`src/rtl/uart_pkg.sv`:
```
// Shared UART types for the receive-path parity checker.
//   par_mode_e      : parity modes as encoded on PAR_MODE
//   par_chk_state_e : parity checker FSM states
//   par_expected()  : expected parity bit for a mode and accumulated XOR
package uart_pkg;

  typedef enum logic [1:0] {
    PAR_EVEN  = 2'd0,
    PAR_ODD   = 2'd1,
    PAR_MARK  = 2'd2,
    PAR_SPACE = 2'd3
  } par_mode_e;

  typedef enum logic [1:0] {
    IDLE     = 2'd0,
    ACCUM    = 2'd1,
    WAIT_PAR = 2'd2
  } par_chk_state_e;

  // acc is the XOR of all data bits received so far in the frame.
  function automatic logic par_expected(input par_mode_e mode, input logic acc);
    logic exp_bit;
    exp_bit = 1'b0;
    case (mode)
      PAR_EVEN:  exp_bit = acc;
      PAR_ODD:   exp_bit = ~acc;
      PAR_MARK:  exp_bit = 1'b1;
      PAR_SPACE: exp_bit = 1'b0;
      default:   exp_bit = 1'b0;
    endcase
    return exp_bit;
  endfunction

endpackage

```
`src/rtl/uart_sat_cnt.sv`:
```
// Generic saturating up-counter with synchronous clear.
// Ports:
//   clk  : clock, rising edge
//   rst  : synchronous active-high reset
//   clr  : synchronous clear; wins over inc in the same cycle
//   inc  : add one, unless already at all-ones
//   cnt  : current count
module uart_sat_cnt #(
  parameter int unsigned WIDTH = 8
) (
  input  logic             clk,
  input  logic             rst,
  input  logic             clr,
  input  logic             inc,
  output logic [WIDTH-1:0] cnt
);

  logic [WIDTH-1:0] cnt_q;
  logic [WIDTH-1:0] cnt_d;

  always_comb begin
    cnt_d = cnt_q;
    if (clr) begin
      cnt_d = '0;
    end else if (inc && (cnt_q != '1)) begin
      cnt_d = cnt_q + WIDTH'(1);
    end
  end

  always_ff @(posedge clk) begin
    if (rst) begin
      cnt_q <= '0;
    end else begin
      cnt_q <= cnt_d;
    end
  end

  assign cnt = cnt_q;

endmodule

```
`src/rtl/uart_par_chk_seq.sv`:
```
// Sequential UART receive parity checker.
// Accumulates parity one data bit at a time, compares the sampled parity bit
// against the expected value for the mode latched at frame_start, and flags
// strobe-ordering violations.
//
// Optional build macro: UART_PAR_ERR_CNT_EN adds a saturating parity-error
// counter on err_cnt (cleared by err_cnt_clr). Without it err_cnt is tied 0.
//
// Ports:
//   CLK          : clock, rising edge
//   RST          : synchronous active-high reset
//   PAR_EN       : parity enable, sampled on frame_start
//   PAR_MODE     : 0 even, 1 odd, 2 mark, 3 space; sampled on frame_start
//   frame_start  : start-bit accept pulse; aborts any frame and re-arms
//   data_bit_vld : data_bit is a sampled data bit
//   data_bit     : data bit value
//   par_bit_vld  : par_bit is the sampled parity bit
//   par_bit      : parity bit value
//   par_done     : one-cycle pulse, par_err valid
//   par_err      : parity mismatch, held until next frame_start or RST
//   seq_err      : one-cycle pulse on a strobe ordering violation
//   err_cnt      : saturating parity-error count
//   err_cnt_clr  : synchronous clear of err_cnt
module uart_par_chk_seq
  import uart_pkg::*;
#(
  parameter int unsigned DATA_WIDTH = 8,
  parameter int unsigned CNT_WIDTH  = 8
) (
  input  logic                 CLK,
  input  logic                 RST,
  input  logic                 PAR_EN,
  input  logic [1:0]           PAR_MODE,
  input  logic                 frame_start,
  input  logic                 data_bit_vld,
  input  logic                 data_bit,
  input  logic                 par_bit_vld,
  input  logic                 par_bit,
  output logic                 par_done,
  output logic                 par_err,
  output logic                 seq_err,
  output logic [CNT_WIDTH-1:0] err_cnt,
  input  logic                 err_cnt_clr
);

  localparam int unsigned BitCntW = $clog2(DATA_WIDTH + 1);
  localparam logic [BitCntW-1:0] LastCnt = BitCntW'(DATA_WIDTH);

  if ((DATA_WIDTH < 5) || (DATA_WIDTH > 9)) begin : gen_bad_width
    $error("uart_par_chk_seq: DATA_WIDTH must be 5..9");
  end

  par_chk_state_e       state_q, state_d;
  par_mode_e            mode_q, mode_d;
  logic                 acc_q, acc_d;
  logic [BitCntW-1:0]   bit_cnt_q, bit_cnt_d;
  logic                 par_done_q, par_done_d;
  logic                 par_err_q, par_err_d;
  logic                 seq_err_q, seq_err_d;

  // PAR_EN needs no register of its own: a disabled frame never leaves IDLE,
  // so being in ACCUM/WAIT_PAR already implies the frame was enabled.
  always_comb begin
    state_d    = state_q;
    mode_d     = mode_q;
    acc_d      = acc_q;
    bit_cnt_d  = bit_cnt_q;
    par_err_d  = par_err_q;
    par_done_d = 1'b0;
    seq_err_d  = 1'b0;

    if (frame_start) begin
      // Re-arm from any state; strobes in this cycle are ignored.
      mode_d    = par_mode_e'(PAR_MODE);
      acc_d     = 1'b0;
      bit_cnt_d = '0;
      par_err_d = 1'b0;
      state_d   = PAR_EN ? ACCUM : IDLE;
    end else begin
      unique case (state_q)
        IDLE: begin
          // Stray strobes outside a frame are not an error.
        end

        ACCUM: begin
          if (par_bit_vld) begin
            // Early parity, alone or together with a data strobe.
            seq_err_d = 1'b1;
            par_err_d = 1'b0;
            state_d   = IDLE;
          end else if (data_bit_vld) begin
            acc_d     = acc_q ^ data_bit;
            bit_cnt_d = bit_cnt_q + BitCntW'(1);
            if (bit_cnt_d == LastCnt) begin
              state_d = WAIT_PAR;
            end
          end
        end

        WAIT_PAR: begin
          if (data_bit_vld) begin
            // Extra data bit, alone or together with the parity strobe.
            seq_err_d = 1'b1;
            state_d   = IDLE;
          end else if (par_bit_vld) begin
            par_err_d  = (par_expected(mode_q, acc_q) != par_bit);
            par_done_d = 1'b1;
            state_d    = IDLE;
          end
        end

        default: begin
          state_d = IDLE;
        end
      endcase
    end
  end

  always_ff @(posedge CLK) begin
    if (RST) begin
      state_q    <= IDLE;
      mode_q     <= PAR_EVEN;
      acc_q      <= 1'b0;
      bit_cnt_q  <= '0;
      par_done_q <= 1'b0;
      par_err_q  <= 1'b0;
      seq_err_q  <= 1'b0;
    end else begin
      state_q    <= state_d;
      mode_q     <= mode_d;
      acc_q      <= acc_d;
      bit_cnt_q  <= bit_cnt_d;
      par_done_q <= par_done_d;
      par_err_q  <= par_err_d;
      seq_err_q  <= seq_err_d;
    end
  end

  assign par_done = par_done_q;
  assign par_err  = par_err_q;
  assign seq_err  = seq_err_q;

`ifdef UART_PAR_ERR_CNT_EN
  logic err_inc;

  // Counts on the cycle the failed check is presented.
  assign err_inc = par_done_q & par_err_q;

  uart_sat_cnt #(
    .WIDTH(CNT_WIDTH)
  ) u_err_cnt (
    .clk(CLK),
    .rst(RST),
    .clr(err_cnt_clr),
    .inc(err_inc),
    .cnt(err_cnt)
  );
`else
  logic unused_err_cnt_clr;

  assign unused_err_cnt_clr = err_cnt_clr;
  assign err_cnt            = '0;
`endif

endmodule

```
`config.mk`:
```
export PLATFORM = sky130hd
export DESIGN_NAME = uart_par_chk_seq
export DESIGN_NICKNAME = d
export VERILOG_FILES = /design/src/rtl/uart_pkg.sv /design/src/rtl/uart_sat_cnt.sv /design/src/rtl/uart_par_chk_seq.sv
export SDC_FILE = /design/constraint.sdc
export NUM_CORES = 1
export LEC_CHECK = 0
export CAP_MARGIN = 15
export CORE_MARGIN = 4
export CORE_UTILIZATION = 47
export DETAILED_ROUTE_END_ITERATION = 16
export PLACE_DENSITY = 0.85
export SETUP_SLACK_MARGIN = 0.2
export SYNTH_ARGS = -nofsm -noshare
export SYNTH_HDL_FRONTEND = slang
export SYNTH_SLANG_ARGS = --single-unit
```
`constraint.sdc`:
```
create_clock -name CLK -period 4.2 [get_ports CLK]
set_input_delay 0.63 -clock CLK [delete_from_list [all_inputs] [get_ports CLK]]
set_output_delay 0.63 -clock CLK [all_outputs]
set_load 0.05 [all_outputs]
```
==> run summary, run 1 <==
STA
--------------------------------------------------------------------------------
Max_slew headroom                                                          0.668
Fin Setup TNS                                                               0 ns
Hold Worst Slack                                                        0.496 ns
Crit share post-route                                                      0.481
Upper clock frequency limit                                            0.495 GHz
Final min period                                                         2.02 ns
Slew of the pin with the lowest slew margin                             0.497 ns
Count of final hold-check violations                                           0
Setup repair after global routing missed its margin                        false
Finish-stage setup viols                                                       0
Clk_skew                                                              0.00376 ns
Number of max-slew violations in the final report                              0

POWER
--------------------------------------------------------------------------------
Cell area power density                                               290 nW/um2
Power spent charging and discharging nets                            0.0000626 W
Switch share                                                               0.277
Logic gate share of total power                                            0.180
Maximum vdd ir drop                                                       188 uV
Share of total power in sequential cells                                   0.517
Part of the power in the clock network                                     0.302
Total power consumption of the routed design                          0.000226 W
Static Leakage                                                          0.320 nW
Total internal power                                                  0.000163 W

CLOCK NETWORK
--------------------------------------------------------------------------------
Post-CTS sizing                                                                0
Buffer depth of the longest clock path                                         2
# hold bufs at CTS                                                             0
Buffer type at the clock tree root                                      clkbuf_4
Post-CTS setup repair buffer count                                             0
Clock tree from TritonCTS                                                    yes
Clk_lat worst skew                                                       0.27 ns
Number of H-tree levels                                                        1
Clock-pin slew on the worst setup and hold paths                         0.07 ns
Number of clock buffers inserted by TritonCTS                                  3
Clock net sink count                                                          12

CELLS AND AREA
--------------------------------------------------------------------------------
Post-route design area                                                   778 um2
Total Nets Final                                                             105
Most frequent cells in the layout                                   14 x nor2_1, 12 x dfxtp_1, 12 x clkdlybuf4s50_1, 8 x conb_1, 5 x nand2_1
Multi-input combinational cell area                                      362 um2
Most common cell after layout, fill and taps aside                        nor2_1
Storage element area                                                     240 um2
Inserted Diodes                                                                0
Layout area overhead                                                       16.7%
FILL cells                                                                   132
Ratio of cells with drive above 1 in the final layout                     0.0568

SETUP PATH
--------------------------------------------------------------------------------
Worst path top cell family by delay                                 buffers and inverters
Crit path arrival time                                                   1.39 ns
Worst-path cell chain                                               clkdlybuf4s50_1
Maximum fanout along the worst path                                            2
Flop2flop setup slack                                                    2.70 ns
Cell with the largest stage delay on the worst path                 clkdlybuf4s50_1
Nature of the critical path endpoint                                 output port
CP startpoint kind                                                          flop
Endpoint required time on the critical path                              3.57 ns
Setup CP Type                                                         reg -> out
Maximum cell stage delay along the critical path                         0.80 ns
Bufs and invs on worst path                                                    1

SYNTHESIS
--------------------------------------------------------------------------------
Cells after synthesis                                                         77
Adder-cell area share of the yosys netlist                                0.0750
Prevailing post-synth register cell                                      dfxtp_1
Distinct cell type count of the synthesized netlist                           26
Sequential cell area fraction in the yosys report                          0.360
Avg Inst Size Synth                                                     8.66 um2
Async S/R FF share, synth                                                      0
Synth Area in XOR/XNOR                                                    0.0919
Post-synthesis instance area                                             667 um2
Compound-gate portion of the synthesized area                             0.0957
Multiplexer share of the synthesized area                                 0.0450
Main combinational cell family by area after synthesis              simple AND/OR/NAND/NOR gates
Yosys warnings                                                                 0
Number of enable-type register cells in the synthesized netlist                0
Simple-gate share of the synthesized area                                  0.189
FF+latch count, synth                                                         12

FLOORPLANNING
--------------------------------------------------------------------------------
Starting utilization of the core area                                      0.506
Total I/O pin count                                                           22
Width of the die                                                         45.7 um
Core area                                                               1320 um2
Die Height                                                               45.7 um
Number of rows created at floorplan                                           13
Full die area                                                           2090 um2

PLACED DESIGN
--------------------------------------------------------------------------------
Post-place instance area                                                 756 um2
Detailed placement HPWL                                                   944 um
Quantity of I/O buffers inserted on ports                                     12
Final GP Congestion                                                        0.714

HOLD PATH
--------------------------------------------------------------------------------
Type of the worst min-delay path                                      reg -> reg

GRT
--------------------------------------------------------------------------------
All-Layer GR Usage                                                         0.131
Number of antenna violations at the first check in global routing              0
Pin count of the biggest net entering global routing                           8
Final global-route overflow total                                              0
Via count of the first global-routing pass                                   509
Global-route wire length before repair                                   1930 um

DETAILED ROUTING
--------------------------------------------------------------------------------
Via/cell ratio                                                              5.06
Post-detailed-route wirelength per cell                                  11.5 um
Number of vias after detailed routing                                        521
Post-detailed-routing wire length                                        1190 um
DR pass1 iterations                                                            2
DRC violations left                                                            0
Post-route ant nets                                                            0
Initial detailed-routing violation count                                       3

OUTCOME
--------------------------------------------------------------------------------
Result of the run                                                   complete, no violations

JOB
--------------------------------------------------------------------------------
Max Cap Violations                                                             0

logic make-up after synthesis:
kind of cell	Yosys count
XOR/XNOR	7
buffers and inverters	15
flip-flops	12
other	1
AO/OA/AOI/OAI	8
adder cells (fa/ha/maj)	4
multiplexers	3
AND/OR/NAND/NOR	27
final cells by class:
type / instances / share of cell area
sequential: 12 / 0.309
timing repair buffer: 12 / 0.154
clock buffer: 3 / 0.0289
multi-input combinational: 57 / 0.465
inverter: 4 / 0.0193
tap: 15 / 0.0241
power groups by stage:
stage / combinational [W] / sequential, W / clock [W]
after floorplan: 0.0000349 / 0.000119 / 0
after global placement: 0.0000401 / 0.000119 / 0
after detailed placement: 0.0000406 / 0.000120 / 0
after CTS: 0.0000408 / 0.000117 / 0.0000717
after global routing: 0.0000436 / 0.000117 / 0.0000751
final: 0.0000407 / 0.000117 / 0.0000683
path summary, 6_finish.rpt:
kind	start	endpoint	cells past startpoint
worst max-delay path	par_err	par_err	1
worst min register to register	mode_q[1]	mode_q[1]	2
worst min-delay path	mode_q[1]	mode_q[1]	2
worst max register to register	state_q[0]	state_q[0]	6
cell usage after synthesis (2+ instances only):
cell type  count  area (um2)
nor2_1        14        52.6
ha_1           4        50.1
xor2_1         4        35.0
nand2_1        5        18.8
inv_1          4        15.0
and3b_1        2        17.5
nand2b_1       2        12.5
buf_4          9        67.6
dfxtp_1       12         240
mux2i_1        3        30.0
xnor2_1        3        26.3
layer usage:
metal  routed length, um  GRT usage  part of all wire
met5                   0          0                 0
met4                  10     0.0526            0.0084
met3                 132     0.0514              0.11
met2                 570      0.242              0.48
met1                 471      0.126              0.40
stage by stage:
stage	instances	worst slack, ns	utilization
finish	103	2.18	0.591
global route	103	2.13	0.591
CTS	103	2.16	0.591
detailed placement	100	2.22	0.574
global placement	100	2.26	0.574
floorplan	84	2.81	-
state kept, by name, indices dropped and copies added, names as in the netlist:
register / cells
bit_cnt_q: 4
mode_q: 2
state_q: 2
acc_q: 1
par_done: 1
par_err: 1
seq_err: 1
No activity file was read; power rests on OpenSTA's default activity.
==> run 2, diff against run 1 <==
Settings changed: CORE_UTILIZATION 47 to 43, PLACE_DENSITY 0.85 to 0.79.
Clock period 4.2 ns to 1.9 ns, I/O delays scaled along.
==> run 2 against run 1 <==
Compared with the run above: via count down 1.9%; flip-flop and latch count unchanged; setup slack worse by 1.9 ns; final area grew 2.1%; utilization fell by 1.6 points; first-iteration DRC count rose to 3.7 times the previous value; critical endpoint is now seq_err; highest routed layer unchanged.
==> run summary, run 2 (synthesis results as in run 1) <==
HOLD PATH
--------------------------------------------------------------------------------
Min-Delay Path Depth                                                           2
Type of the worst min-delay path                                      reg -> reg

OUTCOME
--------------------------------------------------------------------------------
Result of the run                                                   complete, no violations

CELLS AND AREA
--------------------------------------------------------------------------------
FILL cells                                                                   131
Most common cell after layout, fill and taps aside                        nor2_1
Ratio of cells with drive above 1 in the final layout                     0.0674
Largest registers in the final layout                               bit_cnt_q: 4 flops, mode_q: 2 flops, state_q: 2 flops
Non-Filler Instances                                                         104
Most flops, register                                                   bit_cnt_q
Number of flip-flops under the largest register name                           4
Total Nets Final                                                             105
Inserted Diodes                                                                0
Most frequent cells in the layout                                   14 x nor2_1, 12 x dfxtp_1, 11 x clkdlybuf4s50_1, 8 x conb_1, 5 x nand2_1
Layout area overhead                                                       19.1%

PLACED DESIGN
--------------------------------------------------------------------------------
Detailed placement HPWL                                                   848 um
Pre-CTS WS                                                              0.278 ns
Cell total after placement                                                   100
Final GP Congestion                                                        0.745
Quantity of I/O buffers inserted on ports                                     12

DETAILED ROUTING
--------------------------------------------------------------------------------
DR pass1 iterations                                                            4
Via/cell ratio                                                              4.91
Post-detailed-route wirelength per cell                                  10.3 um
DRC violations left                                                            0
Initial detailed-routing violation count                                      11
Number of vias after detailed routing                                        511
Post-route ant nets                                                            0
Post-detailed-routing wire length                                        1070 um

SETUP PATH
--------------------------------------------------------------------------------
Maximum cell stage delay along the critical path                         0.79 ns
Bufs and invs on worst path                                                    1
Endpoint required time on the critical path                              1.62 ns
Worst path top cell family by delay                                 buffers and inverters
Crit path arrival time                                                   1.38 ns
Count of cells along the worst register-to-register path                       6
Logic depth of the worst setup path including buffers                          1
CP startpoint kind                                                          flop
Cell with the largest stage delay on the worst path                 clkdlybuf4s50_1
Worst-path cell chain                                               clkdlybuf4s50_1
Setup CP Type                                                         reg -> out
Nature of the critical path endpoint                                 output port
Maximum fanout along the worst path                                            1

GRT
--------------------------------------------------------------------------------
Global-route wire length before repair                                   1700 um
All-Layer GR Usage                                                         0.116
Pin count of the biggest net entering global routing                           8
Number of antenna violations at the first check in global routing              0
Final global-route overflow total                                              0
Via count of the first global-routing pass                                   447

FLOORPLANNING
--------------------------------------------------------------------------------
Total I/O pin count                                                           22
Full die area                                                           2240 um2
Width of the die                                                         47.4 um
Core area                                                               1380 um2
Starting utilization of the core area                                      0.482
Die Height                                                               47.4 um
Number of rows created at floorplan                                           13

POWER
--------------------------------------------------------------------------------
Cell area power density                                               699 nW/um2
Maximum vdd ir drop                                                       456 uV
Static Leakage                                                          0.345 nW

CLOCK NETWORK
--------------------------------------------------------------------------------
Number of H-tree levels                                                        1
Clock tree from TritonCTS                                                    yes
Post-CTS sizing                                                                0
Buffer type at the clock tree root                                      clkbuf_4
Number of clock buffers inserted by TritonCTS                                  3
# hold bufs at CTS                                                             0
Clock-pin slew on the worst setup and hold paths                         0.08 ns
Clock net sink count                                                          12
Post-CTS setup repair buffer count                                             0
Buffer depth of the longest clock path                                         2
Clk_lat worst skew                                                       0.28 ns

STA
--------------------------------------------------------------------------------
Final min period                                                         1.67 ns
Crit share post-route                                                      0.877
Number of max-slew violations in the final report                              0
Upper clock frequency limit                                            0.600 GHz
Clk_skew                                                              0.00238 ns
Max_slew headroom                                                          0.666
Finish-stage setup viols                                                       0
Fin Setup TNS                                                               0 ns
Setup repair after global routing missed its margin                        false
Slew of the pin with the lowest slew margin                             0.500 ns
Final critical-path setup slack                                         0.233 ns
Count of final hold-check violations                                           0

JOB
--------------------------------------------------------------------------------
Max Cap Violations                                                             0

==> run 2: metrics by stage <==
step	area, um2	power (W)	hold slack, ns	utilization
3_3_place_gp	756	0.000353	0.477	0.547
5_1_grt	795	0.000573	0.551	0.575
3_5_place_dp	756	0.000353	0.496	0.547
2_1_floorplan	693	0.000341	0.357	-
6_report	795	0.000555	0.508	0.575
4_1_cts	792	0.000560	0.513	0.573
==> run 2: per-layer routing <==
metal,vias to the layer above,GRT usage,routed length [um]
li1,259,-,-
met1,228,0.117,446
met2,20,0.176,455
met3,4,0.0690,135
met4,0,0.0829,36
met5,-,0,0
==> run 2: final cells by class <==
type	instances	area, um2	share of cell area
inverter	4	15.0	0.0189
tap	15	18.8	0.0236
clock buffer	4	36.3	0.0457
sequential	12	240	0.302
timing repair buffer	12	123	0.154
multi-input combinational	57	362	0.455
==> run 2: where the power goes <==
group / total, W / switching, W / internal (W)
logic: 0.0000896 / 0.0000574 / 0.0000322
clock network: 0.000207 / 0.0000906 / 0.000117
registers: 0.000258 / 0.00000268 / 0.000255
==> run 2: path summary, 6_finish.rpt <==
check / start / endpoint / slack [ns]
min reg2reg: mode_q[1] / mode_q[1] / 0.51
max reg2reg: state_q[1] / state_q[0] / 0.38
min: mode_q[1] / mode_q[1] / 0.51
max: seq_err / seq_err / 0.23
==> run 3, diff against run 2 <==
Settings changed: SLEW_MARGIN from default to 10.
==> results of run 3 <==
No change in the layout: final DEF, timing and power equal those of run 2.
